## config.mk

```make
export PLATFORM = sky130hd
export DESIGN_NAME = uart_tx_param_flat
export DESIGN_NICKNAME = d
export VERILOG_FILES = /design/src/rtl/uart_tx_param_if.sv /design/src/rtl/uart_tx_param.sv /design/src/flat_wrapper.sv
export SDC_FILE = /design/constraint.sdc
export NUM_CORES = 1
export LEC_CHECK = 0
export CAP_MARGIN = 20
export CORE_ASPECT_RATIO = 1.25
export CORE_UTILIZATION = 50
export CTS_BUF_LIST = sky130_fd_sc_hd__clkbuf_4 sky130_fd_sc_hd__clkbuf_8
export DETAILED_ROUTE_END_ITERATION = 7
export PLACE_DENSITY = 0.8
export SLEW_MARGIN = 10
export SYNTH_ARGS = -nofsm -noshare
export SYNTH_HDL_FRONTEND = slang
export SYNTH_SLANG_ARGS = --single-unit
```

## constraint.sdc

```tcl
create_clock -name bclk -period 2 [get_ports bclk]
set_input_delay 0.4 -clock bclk [delete_from_list [all_inputs] [get_ports bclk]]
set_output_delay 0.4 -clock bclk [all_outputs]
set_load 0.1 [all_outputs]
```

## src/rtl/uart_tx_param_if.sv

```systemverilog
// Handshake and serial-line bundle for uart_tx_param.
// The master drives requests and payload; the slave (the transmitter) drives the line and status.
interface uart_tx_param_if #(
    parameter int DATA_BITS = 8
);
    logic                 tick;
    logic                 tx_start;
    logic [DATA_BITS-1:0] tx_data;
    logic                 parity_odd;
    logic                 tx;
    logic                 tx_ready;
    logic                 tx_busy;
    logic                 tx_done;

    modport master (
        output tick, tx_start, tx_data, parity_odd,
        input  tx, tx_ready, tx_busy, tx_done
    );

    modport slave (
        input  tick, tx_start, tx_data, parity_odd,
        output tx, tx_ready, tx_busy, tx_done
    );
endinterface

```

## src/rtl/uart_tx_param.sv

```systemverilog
// Parameterised UART transmitter: start, DATA_BITS payload LSB first, optional parity, STOP_BITS stop bits.
// Parity is built in only when the macro UART_TX_PARITY_EN is defined.
module uart_tx_param #(
    parameter int DATA_BITS  = 8,
    parameter int OVERSAMPLE = 16,
    parameter int STOP_BITS  = 1
) (
    input  logic           bclk,
    input  logic           rst,
    uart_tx_param_if.slave bus
);
    localparam int TW = (OVERSAMPLE > 1) ? $clog2(OVERSAMPLE) : 1;
    localparam int BW = $clog2(DATA_BITS + 1);
    localparam logic [TW-1:0] LAST_TICK = TW'(OVERSAMPLE - 1);
    localparam logic [BW-1:0] LAST_DATA = BW'(DATA_BITS - 1);
    localparam logic [BW-1:0] LAST_STOP = BW'(STOP_BITS - 1);

`ifdef UART_TX_PARITY_EN
    typedef enum logic [2:0] {IDLE, START, DATA, PARITY, STOP} state_t;
`else
    typedef enum logic [2:0] {IDLE, START, DATA, STOP} state_t;
`endif

    state_t               state_q, state_d;
    logic [TW-1:0]        tick_cnt_q, tick_cnt_d;
    logic [BW-1:0]        bit_cnt_q, bit_cnt_d;
    logic [DATA_BITS-1:0] shift_q, shift_d;
    logic                 tx_q, tx_d;
    logic                 done_q, done_d;
    logic                 period_end;

`ifdef UART_TX_PARITY_EN
    logic par_q, par_d;

    always_ff @(posedge bclk or posedge rst) begin
        if (rst) par_q <= 1'b0;
        else     par_q <= par_d;
    end
`else
    logic unused_parity_odd;
    assign unused_parity_odd = bus.parity_odd;
`endif

    always_ff @(posedge bclk or posedge rst) begin
        if (rst) begin
            state_q    <= IDLE;
            tick_cnt_q <= '0;
            bit_cnt_q  <= '0;
            shift_q    <= '0;
            tx_q       <= 1'b1;
            done_q     <= 1'b0;
        end else begin
            state_q    <= state_d;
            tick_cnt_q <= tick_cnt_d;
            bit_cnt_q  <= bit_cnt_d;
            shift_q    <= shift_d;
            tx_q       <= tx_d;
            done_q     <= done_d;
        end
    end

    assign period_end = bus.tick && (tick_cnt_q == LAST_TICK);

    // The tick counter only runs outside IDLE, so a tick on the acceptance edge is never counted.
    always_comb begin
        state_d    = state_q;
        tick_cnt_d = tick_cnt_q;
        bit_cnt_d  = bit_cnt_q;
        shift_d    = shift_q;
        done_d     = 1'b0;
        tx_d       = 1'b1;
`ifdef UART_TX_PARITY_EN
        par_d      = par_q;
`endif
        if (state_q != IDLE && bus.tick) begin
            tick_cnt_d = period_end ? '0 : tick_cnt_q + 1'b1;
        end

        case (state_q)
            IDLE: begin
                if (bus.tx_start) begin
                    state_d    = START;
                    shift_d    = bus.tx_data;
                    tick_cnt_d = '0;
                    bit_cnt_d  = '0;
`ifdef UART_TX_PARITY_EN
                    par_d      = (^bus.tx_data) ^ bus.parity_odd;
`endif
                end
            end
            START: begin
                if (period_end) begin
                    state_d   = DATA;
                    bit_cnt_d = '0;
                end
            end
            DATA: begin
                if (period_end) begin
                    if (bit_cnt_q == LAST_DATA) begin
                        bit_cnt_d = '0;
`ifdef UART_TX_PARITY_EN
                        state_d   = PARITY;
`else
                        state_d   = STOP;
`endif
                    end else begin
                        bit_cnt_d = bit_cnt_q + 1'b1;
                        shift_d   = shift_q >> 1;
                    end
                end
            end
`ifdef UART_TX_PARITY_EN
            PARITY: begin
                if (period_end) begin
                    state_d   = STOP;
                    bit_cnt_d = '0;
                end
            end
`endif
            STOP: begin
                if (period_end) begin
                    if (bit_cnt_q == LAST_STOP) begin
                        state_d   = IDLE;
                        bit_cnt_d = '0;
                        done_d    = 1'b1;
                    end else begin
                        bit_cnt_d = bit_cnt_q + 1'b1;
                    end
                end
            end
            default: begin
                state_d = IDLE;
            end
        endcase

        // The line is registered, so it is computed from the state being entered.
        case (state_d)
            START:   tx_d = 1'b0;
            DATA:    tx_d = shift_d[0];
`ifdef UART_TX_PARITY_EN
            PARITY:  tx_d = par_d;
`endif
            default: tx_d = 1'b1;
        endcase
    end

    assign bus.tx       = tx_q;
    assign bus.tx_ready = (state_q == IDLE);
    assign bus.tx_busy  = (state_q != IDLE);
    assign bus.tx_done  = done_q;
endmodule
```

## src/flat_wrapper.sv

```systemverilog
// flat-port wrapper written by rule: the top's interface ports become plain ports
module uart_tx_param_flat 
#(
    parameter int DATA_BITS  = 8,
    parameter int OVERSAMPLE = 16,
    parameter int STOP_BITS  = 1
)
  (bclk, rst, bus_tick, bus_tx_start, bus_tx_data, bus_parity_odd, bus_tx, bus_tx_ready, bus_tx_busy, bus_tx_done);
  uart_tx_param_if #(.DATA_BITS(DATA_BITS)) bus_i ();
  input  logic bclk;
  input  logic rst;
  input wire logic [$bits(bus_i.tick)-1:0] bus_tick;
  input wire logic [$bits(bus_i.tx_start)-1:0] bus_tx_start;
  input wire logic [$bits(bus_i.tx_data)-1:0] bus_tx_data;
  input wire logic [$bits(bus_i.parity_odd)-1:0] bus_parity_odd;
  output wire logic [$bits(bus_i.tx)-1:0] bus_tx;
  output wire logic [$bits(bus_i.tx_ready)-1:0] bus_tx_ready;
  output wire logic [$bits(bus_i.tx_busy)-1:0] bus_tx_busy;
  output wire logic [$bits(bus_i.tx_done)-1:0] bus_tx_done;
  assign bus_i.tick = bus_tick;
  assign bus_i.tx_start = bus_tx_start;
  assign bus_i.tx_data = bus_tx_data;
  assign bus_i.parity_odd = bus_parity_odd;
  assign bus_tx = bus_i.tx;
  assign bus_tx_ready = bus_i.tx_ready;
  assign bus_tx_busy = bus_i.tx_busy;
  assign bus_tx_done = bus_i.tx_done;
  uart_tx_param #(.DATA_BITS(DATA_BITS), .OVERSAMPLE(OVERSAMPLE), .STOP_BITS(STOP_BITS)) u_core (.bclk(bclk), .rst(rst), .bus(bus_i));
endmodule
```

# Word level (Yosys, flattened, before mapping)
# Index checks and enable logic that the tools add are counted.
[totals]
reg_bits = 21
out_inout_bits = 4
[classes]
mux = 26
eq_ne = 12
reduce_logical = 9
n_addsub = 2
[op_table]
columns = ["operator", "n"]
rows = [
  ["two-way mux 4 bit", 10],
  ["two-way mux 8 bit", 3],
  ["two-way mux 3 bit", 6],
  ["one-hot mux 4 bit (4 select lines)", 1],
  ["one-hot mux 8 bit (2 select lines)", 1],
  ["one-hot mux 3 bit (4 select lines)", 1],
  ["== test 3 x 2 -> 1 bit, second input constant", 3],
  ["adder 4 x 1 -> 4 bit, second input constant", 2],
  ["== test 3 x 1 -> 1 bit, second input constant", 2],
  ["!= test 2 x 1 -> 1 bit, second input constant", 3],
  ["AND reduction 5 bit", 1],
  ["== test 4 x 3 -> 1 bit, second input constant", 1],
  ["== test 4 bit, second input constant", 1],
  ["zero test 4 bit", 1],
  ["!= test 2 bit, second input constant", 2],
  ["AND reduction 4 bit", 1],
  ["nonzero test 4 bit", 1],
  ["zero test 3 bit", 1],
  ["two-way mux 1 bit", 3],
  ["nonzero test 3 bit", 1],
  ["logical AND 1 bit", 2],
  ["one-hot mux 1 bit (2 select lines)", 1],
  ["nonzero test 2 bit", 1],
]

# Longest topological paths before layout
# Gate-level depths: netlist of the first run.
[logic_depth]
word_depth = 6
mapped_depth = 7
mapped_depth_nobuf = 6

# Worst setup path before layout of the first run
# OpenSTA, ideal clock, no wires.
[synth_path]
path_kind = "reg2reg"
from = "reg u_core.state_q[2]"
to = "reg u_core.tick_cnt_q[0]"
path_buffers = 2
stages_incl_launch_ff = 7
arrival_ns = 2.687
slack_ns = -0.758
required_time_ns = 1.929
cell_sequence = "dfrtp_1 clkbuf_1 or3_1 clkbuf_1 inv_2 o21bai_1 a32o_1"
[synth_via]
elab_chain_len = 5
word_cells_on_any_way = 6
cone_classes = "mux (3); reduce/logical (3)"
[synth_rtl]
columns = ["element", "line", "source"]
rows = [
  ["start: declaration", "uart_tx_param.sv:24", "state_t state_q, state_d;"],
  ["start signal: assignment", "uart_tx_param.sv:53", "state_q <= state_d;"],
  ["nonzero test 3 bit *", "n/a", ""],
  ["named net bus_tx_busy", "flat_wrapper.sv:18", "output wire logic [$bits(bus_i.tx_busy)-1:0] bus_tx_busy;"],
  ["logical AND 1 bit *", "uart_tx_param.sv:75", "if (state_q != IDLE && bus.tick) begin"],
  ["two-way mux 4 bit *", "uart_tx_param.sv:75", ""],
  ["two-way mux 4 bit", "uart_tx_param.sv:81", "if (bus.tx_start) begin"],
  ["two-way mux 4 bit *", "uart_tx_param.sv:79", "case (state_q)"],
  ["named net u_core.tick_cnt_d[0]", "uart_tx_param.sv:25", "logic [TW-1:0] tick_cnt_q, tick_cnt_d;"],
  ["end signal: assignment", "uart_tx_param.sv:54", "tick_cnt_q <= tick_cnt_d;"],
  ["end: declaration", "uart_tx_param.sv:25", ""],
]
# The timed path passes the listed nets; every way through them passes the cells marked *.
# A chain may end at the register's enable or synchronous reset.

# Worst setup path after layout of the first run
[layout_path]
from = "reg u_core.state_q[0]"
to = "out bus_tx_ready"
[layout_via]
elab_chain_len = 1
[layout_rtl]
columns = ["element", "line", "source"]
rows = [
  ["zero test 3 bit", "uart_tx_param.sv:148", "assign bus.tx_ready = (state_q == IDLE);"],
  ["end: declaration", "flat_wrapper.sv:17", "output wire logic [$bits(bus_i.tx_ready)-1:0] bus_tx_ready;"],
]
# No other way between the ends.

==> impl_metrics.toml, run 1 <==
[status]
status = "finished, final reports clean"

[logic_synthesis]
synth-main-ff-cell = "dfrtp_1"
ys_async_sr_fraction = 1.00
ys_types = 42
synth.yosys.seq_area_share = 0.469
netlist_instances = 114
ys_warn_count = 0
synth_edf_count = 0
syn_area_um2 = 1120
synth_nets = 130
syn_area_per_cell_um2 = 9.86
ys_ff_latch = 21

[setup_path]
path_class = "register to output pin"
cp_data_required_time_ps = 1600
worstPathMaxFanout = 10
end_kind = "output pin"
cp.arrival_ps = 1540
critPathLaunchType = "register"
r2r_slack_ps = 110

[grt]
grt_use_total = 0.201
gr-total-overflow = 0
grt_max_degree = 16
grt_pass1_vias = 857
antenna_found_initial = 0
grt_first_pass_wirelength_um = 3640

[placed_design]
dp_hpwl_um = 1730
place_inst = 164
portBuffers = 15
placed_area_um2 = 1390
place_congestion = 0.806

[clock_tree]
cts_num_sinks = 21
clock_path_buffers = 2
ctsHtreeMaxLevel = 1
cts_tree = "done"
clk_pin_slew_ps = 120
clockRootBuffer = "clkbuf_4"
clk_latency_ps = 300
cts_buffers = 3

[timing]
slew_viol_final = 0
slew-limit-headroom = 0.625
setup_tns_ps = 0
fin_skew_ps = 2.12
max_slew.worst_pin.slew_ps = 562
hold_viol = 0
finalCriticalPeriod_ps = 1940
timing.fmax_mhz = 516
rsz0062_at_grt = "no"
whs_ps = 437
setup_viol_count_final = 0
fin_crit_sh = 0.969

[floorplanning]
start_util = 0.548
die_area_um2 = 2440
die_h_um = 55
rows = 18
die_x_um = 44.4
io_pins = 17
core_um2 = 2050

[detailed_routing]
wl_um = 2250
avgRoutedWirePerCell_um = 13.3
ant_nets = 0
drc = 0
via_per_inst = 5.67
first_pass_iters = 4
via_count = 958
drtIter0Drc = 21

[finish]
num_antenna_cells = 0
mostFrequentLayoutCells = "dfrtp_1, nand2_1, buf_4"
fin_cells = 169
num-nets-final = 156
areaGrowthSynthToFinish_pct = 28.1
drive_gt1_frac = 0.237
final_common_cell = "dfrtp_1"
final_area_um2 = 1440

[worst_hold_path]
hp-class = "input port to async pin"

[power]
irDropWorstVdd_uv = 557
p_total_uw = 931
pwr_density_cell_nw_per_um2 = 647
p_leak_nw = 0.640

[run]
maxCapViolations = 0
## stage by stage
stage / utilization / setup WS (ps)
2_1_floorplan: - / 120
3_3_place_gp: 0.676 / -10.5
3_5_place_dp: 0.676 / -41.5
4_1_cts: 0.694 / 31.9
5_1_grt: 0.702 / 13.2
6_report: 0.702 / 61.7
## path summary, 6_finish.rpt
path / startpoint / to / depth (start not counted)
hold reg to reg: u_core.shift_q[3]$_DFFE_PP0P_ / u_core.shift_q[3]$_DFFE_PP0P_ / 2
max in group asynchronous: rst / u_core.state_q[2]$_DFF_PP0_ / 3
setup / recovery: u_core.state_q[0]$_DFF_PP0_ / bus_tx_ready / 3
setup reg to reg: u_core.tick_cnt_q[0]$_DFF_PP0_ / u_core.bus.tx$_DFF_PP1_ / 5
min in group bclk: u_core.shift_q[3]$_DFFE_PP0P_ / u_core.shift_q[3]$_DFFE_PP0P_ / 2
hold / removal: rst / u_core.tick_cnt_q[0]$_DFF_PP0_ / 2
## where the power goes
group          total, mW  leakage [nW]  internal [mW]  switching, mW
Combinational      0.207         0.352         0.0983          0.109
Clock              0.219        0.0184         0.0913          0.128
Sequential         0.504         0.269          0.470         0.0339
Total              0.931         0.640          0.660          0.271
## logic make-up (layout without fill, tap and decap cells)
family | count (synthesis) | after routing | share of synthesized area
buffers and inverters | 13 | 38 | 0.0590
DFF | 21 | 21 | 0.469
other | 1 | 1 | 0.00334
adders and majority gates | 3 | 3 | 0.0334
AOI/OAI and AO/OA | 30 | 30 | 0.190
and+or+nand+nor | 45 | 45 | 0.236
muxes | 1 | 1 | 0.00891
## area by class of cell
type | count | area (um2)
Tap cell | 30 | 37.5
Sequential cell | 21 | 529
Multi-Input combinational cell | 80 | 543
Timing Repair Buffer | 27 | 268
Clock buffer | 4 | 30.0
Fill cell | 148 | 611
Inverter | 7 | 31.3
## cells in the mapped netlist (2+ instances only)
master | n | share of area
nor3b_1 | 2 | 0.013
buf_6 | 2 | 0.020
buf_2 | 2 | 0.0089
and4_2 | 2 | 0.018
nor4bb_1 | 2 | 0.018
inv_1 | 6 | 0.020
nand3_1 | 2 | 0.0089
nand2b_1 | 2 | 0.011
dfrtp_1 | 20 | 0.45
o31ai_1 | 4 | 0.027
nand2_1 | 17 | 0.057
nor3_1 | 2 | 0.0089
ha_1 | 3 | 0.033
o21ai_0 | 8 | 0.036
a22oi_1 | 6 | 0.040
a32o_1 | 2 | 0.018
clkbuf_1 | 2 | 0.0067
a21oi_1 | 2 | 0.0089
or3_1 | 2 | 0.011
nor2_1 | 4 | 0.013
## timing repair
item,in CTS,in global routing
resized for setup,1,4
hold buffers,0,0
setup endpoints to repair,2,3
buffers inserted,0,1
## registers in the layout (all words and copies together) (netlist names)
name and cells:
u_core.tick_cnt_q 4, u_core.bit_cnt_q 4, u_core.shift_q 8, u_core.state_q 3
u_core.bus.tx 1, u_core.bus.tx_done 1
## routing by layer
metal | routed length [um] | track usage
met1 | 1050 | 0.255
met2 | 1110 | 0.350
met3 | 72 | 0.0325
met4 | 25 | 0.0606
met5 | 0 | 0
## worst max-delay path, cell delays in order (launching register included)
cell and delay [ps]:
dfrtp_2 490, or3_4 470, inv_6 100, buf_12 170
Note: power is estimated with default switching activity, not from simulation.
==> inputs of run 2 (changes only) <==
--- a/config.mk
+++ b/config.mk
@@ -11,7 +11,6 @@
 export CTS_BUF_LIST = sky130_fd_sc_hd__clkbuf_4 sky130_fd_sc_hd__clkbuf_8
 export DETAILED_ROUTE_END_ITERATION = 7
 export PLACE_DENSITY = 0.8
-export SLEW_MARGIN = 10
 export SYNTH_ARGS = -nofsm -noshare
 export SYNTH_HDL_FRONTEND = slang
 export SYNTH_SLANG_ARGS = --single-unit
==> results of run 2 <==
No change in the layout: final DEF, timing and power equal those of run 1.
